==> src/rtl/rv_pkg.sv <==
// Shared RV32 front-end definitions: reset/NOP constants, fetch FSM states, base opcodes.
package rv_pkg;

  localparam logic [31:0] RESET_PC_DEFAULT = 32'h0000_0000;
  // addi x0, x0, 0
  localparam logic [31:0] NOP_INS_DEFAULT  = 32'h0000_0013;

  typedef enum logic [1:0] {
    S_IDLE,
    S_REQ,
    S_WAIT,
    S_VALID
  } fetch_state_e;

  // Base opcodes, shared with the decoder.
  localparam logic [6:0] OPC_LUI    = 7'b0110111;
  localparam logic [6:0] OPC_AUIPC  = 7'b0010111;
  localparam logic [6:0] OPC_JAL    = 7'b1101111;
  localparam logic [6:0] OPC_JALR   = 7'b1100111;
  localparam logic [6:0] OPC_BRANCH = 7'b1100011;
  localparam logic [6:0] OPC_LOAD   = 7'b0000011;
  localparam logic [6:0] OPC_STORE  = 7'b0100011;
  localparam logic [6:0] OPC_OP_IMM = 7'b0010011;
  localparam logic [6:0] OPC_OP     = 7'b0110011;
  localparam logic [6:0] OPC_SYSTEM = 7'b1110011;

  // Force an address onto a 32-bit word boundary.
  function automatic logic [31:0] word_align(input logic [31:0] addr);
    return {addr[31:2], 2'b00};
  endfunction

endpackage

==> src/rtl/ifetch_pc_next.sv <==
// Combinational next-PC selection: flush redirect, taken target or sequential pc+4.
module ifetch_pc_next
  import rv_pkg::*;
(
  input  logic [31:0] pc,
  input  logic        take,
  input  logic [31:0] target,
  input  logic        flush,
  input  logic [31:0] flush_pc,
  output logic [31:0] next_pc,
  output logic [31:0] flush_addr,
  output logic        misalign
);

  // Flush outranks the decoder; low address bits are always dropped.
  always_comb begin
    flush_addr = word_align(flush_pc);
    if (flush) begin
      next_pc = flush_addr;
    end else if (take) begin
      next_pc = word_align(target);
    end else begin
      next_pc = pc + 32'd4;
    end
    misalign = take && (target[1:0] != 2'b00);
  end

endmodule

==> src/rtl/ifetch_unit.sv <==
// Instruction fetch stage: owns the PC, runs one IMEM read at a time and hands ins/pc/pc4 to
// decode. Optional feature: define IFETCH_MISALIGN_EN to flag misaligned taken targets and park
// the fetch FSM until the next flush.
module ifetch_unit
  import rv_pkg::*;
#(
  parameter logic [31:0] RESET_PC = RESET_PC_DEFAULT,
  parameter logic [31:0] NOP_INS  = NOP_INS_DEFAULT
) (
  input  logic        clk,
  input  logic        rst_n,
  output logic        imem_req,
  output logic [31:0] imem_addr,
  input  logic        imem_gnt,
  input  logic        imem_rvalid,
  input  logic [31:0] imem_rdata,
  output logic [31:0] ins,
  output logic        ins_valid,
  input  logic        ins_ready,
  output logic [31:0] pc,
  output logic [31:0] pc4,
  input  logic        pc_sel,
  input  logic [31:0] target,
  input  logic        flush_valid,
`ifdef IFETCH_MISALIGN_EN
  output logic        misalign_err,
`endif
  input  logic [31:0] flush_pc
);

  fetch_state_e state_q, state_d;
  logic [31:0]  pc_q, pc_d;
  logic [31:0]  ins_q, ins_d;
  // kill: the outstanding response belongs to a fetch superseded by a flush.
  logic         kill_q, kill_d;
  // redir: flush seen while a request waits for grant; applied once the grant lands.
  logic         redir_q, redir_d;
  logic [31:0]  redir_pc_q, redir_pc_d;
`ifdef IFETCH_MISALIGN_EN
  logic         misalign_q, misalign_d;
  logic         park_q, park_d;
`endif

  logic [31:0]  next_pc;
  logic [31:0]  flush_addr;
  logic         tgt_misalign;

  ifetch_pc_next u_pc_next (
    .pc         (pc_q),
    .take       (pc_sel),
    .target     (target),
    .flush      (flush_valid),
    .flush_pc   (flush_pc),
    .next_pc    (next_pc),
    .flush_addr (flush_addr),
    .misalign   (tgt_misalign)
  );

`ifndef IFETCH_MISALIGN_EN
  logic unused_misalign;
  assign unused_misalign = tgt_misalign;
`endif

  // Fetch FSM next-state and PC/instruction update.
  always_comb begin
    state_d    = state_q;
    pc_d       = pc_q;
    ins_d      = ins_q;
    kill_d     = kill_q;
    redir_d    = redir_q;
    redir_pc_d = redir_pc_q;
`ifdef IFETCH_MISALIGN_EN
    misalign_d = misalign_q;
    park_d     = park_q;
`endif
    unique case (state_q)
      S_IDLE: begin
        if (flush_valid) begin
          pc_d    = flush_addr;
          state_d = S_REQ;
`ifdef IFETCH_MISALIGN_EN
          park_d  = 1'b0;
`endif
        end else begin
`ifdef IFETCH_MISALIGN_EN
          if (!park_q) state_d = S_REQ;
`else
          state_d = S_REQ;
`endif
        end
      end
      S_REQ: begin
        // Address must stay put until granted; a flush only takes effect at the grant.
        if (imem_gnt) begin
          state_d = S_WAIT;
          if (flush_valid || redir_q) begin
            kill_d  = 1'b1;
            pc_d    = flush_valid ? flush_addr : redir_pc_q;
            redir_d = 1'b0;
          end
        end else if (flush_valid) begin
          redir_d    = 1'b1;
          redir_pc_d = flush_addr;
        end
      end
      S_WAIT: begin
        if (flush_valid) pc_d = flush_addr;
        if (imem_rvalid) begin
          kill_d = 1'b0;
          if (flush_valid || kill_q) begin
            state_d = S_REQ;
          end else begin
            ins_d   = imem_rdata;
            state_d = S_VALID;
          end
        end else if (flush_valid) begin
          kill_d = 1'b1;
        end
      end
      S_VALID: begin
        if (flush_valid) begin
          pc_d    = flush_addr;
          state_d = S_REQ;
        end else if (ins_ready) begin
          pc_d    = next_pc;
          state_d = S_REQ;
`ifdef IFETCH_MISALIGN_EN
          if (tgt_misalign) begin
            misalign_d = 1'b1;
            park_d     = 1'b1;
            state_d    = S_IDLE;
          end
`endif
        end
      end
      default: state_d = S_IDLE;
    endcase
  end

  // State registers with synchronous active-low reset.
  always_ff @(posedge clk) begin
    if (!rst_n) begin
      state_q    <= S_IDLE;
      pc_q       <= RESET_PC;
      ins_q      <= NOP_INS;
      kill_q     <= 1'b0;
      redir_q    <= 1'b0;
      redir_pc_q <= RESET_PC;
`ifdef IFETCH_MISALIGN_EN
      misalign_q <= 1'b0;
      park_q     <= 1'b0;
`endif
    end else begin
      state_q    <= state_d;
      pc_q       <= pc_d;
      ins_q      <= ins_d;
      kill_q     <= kill_d;
      redir_q    <= redir_d;
      redir_pc_q <= redir_pc_d;
`ifdef IFETCH_MISALIGN_EN
      misalign_q <= misalign_d;
      park_q     <= park_d;
`endif
    end
  end

  // Outputs are pure functions of registered state.
  always_comb begin
    imem_req  = (state_q == S_REQ);
    imem_addr = pc_q;
    ins_valid = (state_q == S_VALID);
    ins       = ins_valid ? ins_q : NOP_INS;
    pc        = pc_q;
    pc4       = pc_q + 32'd4;
`ifdef IFETCH_MISALIGN_EN
    misalign_err = misalign_q;
`endif
  end

endmodule

==> config.mk <==
export PLATFORM = sky130hd
export DESIGN_NAME = ifetch_unit
export DESIGN_NICKNAME = d
export VERILOG_FILES = /design/src/rtl/rv_pkg.sv /design/src/rtl/ifetch_pc_next.sv /design/src/rtl/ifetch_unit.sv
export SDC_FILE = /design/constraint.sdc
export NUM_CORES = 1
export LEC_CHECK = 0
export ABC_AREA = 1
export CAP_MARGIN = 0
export CORE_MARGIN = 3
export CORE_UTILIZATION = 49
export DETAILED_ROUTE_END_ITERATION = 10
export PLACE_DENSITY = 0.91
export SYNTH_ARGS = -nofsm -noshare
export SYNTH_HDL_FRONTEND = slang
export SYNTH_SLANG_ARGS = --single-unit
==> constraint.sdc <==
create_clock -name clk -period 5.3 [get_ports clk]
set_clock_uncertainty 0.15 [all_clocks]
set_input_delay 1.06 -clock clk [delete_from_list [all_inputs] [get_ports clk]]
set_output_delay 1.06 -clock clk [all_outputs]
set_load 0.02 [all_outputs]
==> run_results.csv <==
group,metric,value,unit
power_and_ir_drop,p_leak,3.70,nW
global_route,grt_pass1_wl,34.1,mm
sta,maxSlewHeadroom,0.206,
sta,fin_setup_tns,0,ps
synth,synth_top_area_share,0.317,
place,place_hpwl,15.0,mm
power_and_ir_drop,cellPowerDensity,305,nW/um^2
final_layout,layout-drive-gt1-share,0.0500,
setup_path,cp_top_family,"adder cells",
cts,path_clk_slew,70,ps
floorplanning,die_w,120,um
synth,synth_top_family_by_area,"simple AND/OR/NAND/NOR gates",
synth,synth-main-ff-cell,"dfxtp_1",
sta,tightestPinTransition,1190,ps
sta,finalCriticalPeriod,4220,ps
cts,cts_made_buffers,9,
synth,syn-cell-area,6310,um^2
cts,post_cts.repair.setup_buffers,0,
cts,clkLatencyLatePin,340,ps
cts,cts_hold_buf,0,
setup_path,slowest_stage,"ha_2",
synth,synth_cells,1021,
route,num_vias,7457,
final_layout,instances_no_fill,1347,
floorplanning,num_rows,40,
synth,synth-simple-area-share,0.338,
sta,post-route-period-util,0.797,
place,place_congestion,0.903,
setup_path,critical_path.max_fanout,37,
sta,drv_slew,0,
floorplanning,dieArea,14300,um^2
synth,synth_fa_ha_area_frac,0.0119,
sta,hold_viol,0,
setup_path,worst_setup_path_start_kind,"register",
cts,clk_path_buf_depth,2,
place,dp.cells,1331,
synth,yosysUniqueCellTypes,38,
final_layout,final_common_cell,"nand2_1",
synth,synth_area_per_cell,6.18,um^2
synth,synth-compound-area-share,0.182,
synth,yosysSeqAreaShare,0.317,
job,drv_cap,0,
cts,cts_tree,"done",
worst_hold_path,hp-class,"register to register",
sta,rsz0062_at_grt,"false",
cts,h-tree-depth,3,
setup_path,critPathKind,"register to output port",
synth,async_reset_ff_frac,0,
global_route,antenna_found_initial,0,
route,drc,0,
synth,synth_largest_area_cell,"dfxtp_1",
power_and_ir_drop,vdd_drop_max,184,uV
synth,synthMuxAreaShare,0.00476,
global_route,top_usage_layer,"met2",
route,firstDrtPassIters,6,
floorplanning,core_area,12300,um^2
final_layout,final_nets,1283,
cts,cts_root_buf,"clkbuf_16",
sta,holdWs,308,ps
setup_path,cpPeakStageDelay,890,ps
synth,ys_warn_count,0,
final_layout,fin_util,0.704,
floorplanning,fp.dieH,120,um
route,drt_iter0_markers,785,
global_route,first_global_vias,6914,
global_route,grt-ovfl-total,0,
setup_path,crit_required,4090,ps
floorplanning,start_util,0.513,
route,ant_nets,0,
floorplanning,io_pins,233,
setup_path,critical_path_buf_inv_count,2,
global_route,met2_usage,0.483,
cts,cts_resized,0,
final_layout,area_growth,37.3,%
setup_path,crit_chain,"ha_2, inv_2, or2_2, clkdlybuf4s50_1",
synth,synth_nets,1130,
cts,cts_sinks,100,
synth,synth-edff-count,0,
global_route,grtUsageTotal,0.291,
place,port_buffers,228,
sta,fmax,237,MHz
route,wire_per_inst,15.8,um
run_status,status,"finished, final reports clean",
global_route,grt.met3_usage,0.0716,
route,routed_wl,21.3,mm
final_layout,diodes,0,
global_route,grt_start_max_net_pins,74,
synth,ys_ff_latch,100,
synth,synth_xor_area_frac,0.0208,
synth,ys_top_cells_by_area,"dfxtp_1, nand2_1, nor2_1",
setup_path,crit_arrival,3010,ps
setup_path,endpoint_kind,"output port",
route,via_per_inst,5.54,
final_layout,final_cell_mix,"nand2_1, clkdlybuf4s50_1, nor2_1",
sta,finalSetupViolCount,0,
global_route,grtUsageMet1,0.360,
## routing by layer
layer / routed length [um] / vias up
li1: - / 3548
met1: 8410 / 3390
met2: 9720 / 459
met3: 2390 / 60
met4: 745 / 0
met5: 0 / -
## worst min-delay path, cell delays in order, from the launching register on
cell and delay (ps):
dfxtp_1 330, nand2_1 50, nand3_1 50
## stage by stage
stage,power (mW),area (um^2),setup slack [ps]
floorplan,1.52,6310,2330
global placement,1.90,8350,1410
detailed placement,1.93,8350,1350
CTS,2.64,8670,1140
global route,2.76,8670,1020
finish,2.64,8670,1080
## synthesized netlist by cell type, types with 9 or more instances
cell        n
buf_2      16
buf_4      34
o21ai_1    13
a21oi_1    88
nand2_1   282
nand3_1    49
nor2_1    139
clkbuf_1   33
dfxtp_1   100
nand3b_1   11
xnor2_1    11
inv_1      69
inv_2       9
o21ai_0    86
## cell type report
cell class                 count  area, um^2
timing repair buffer         233        2310
clock buffer                   9         225
clock inverter                 7        97.6
fill                        1032        3640
tap                          168         210
multi-input combinational    749        3520
sequential                   100        2000
inverter                      81         304
## kinds of logic after synthesis
| logic type | after synthesis |
|---|---|
| adder cells (fa/ha/maj) | 6 |
| AO/OA/AOI/OAI | 216 |
| AND/OR/NAND/NOR | 509 |
| multiplexers | 3 |
| XOR/XNOR | 15 |
| flip-flops | 100 |
| buffers and inverters | 172 |
## power breakdown
group	internal, mW	switching (mW)	leakage [nW]
registers	0.820	0.110	0.816
clock network	0.416	0.296	0.152
logic	0.436	0.563	2.73
## state kept, by name, indices dropped and copies added (netlist names)
signal and cells:
redir_q 1, redir_pc_q 32, state_q 2, kill_q 1, imem_addr 32, ins_q 32
## path summary, 6_finish.rpt
path / start / to / slack [ps] / depth (start not counted)
setup / recovery: state_q[0]$_SDFFE_PN0P_ / ins[1] / 1080 / 4
hold reg to reg: ins_q[0]$_SDFFE_PN1P_ / ins_q[0]$_SDFFE_PN1P_ / 310 / 2
setup reg to reg: state_q[0]$_SDFFE_PN0P_ / imem_addr[0]$_SDFFE_PN0P_ / 1510 / 10
hold / removal: ins_q[0]$_SDFFE_PN1P_ / ins_q[0]$_SDFFE_PN1P_ / 310 / 2
Power figures use the tool's default switching activity.
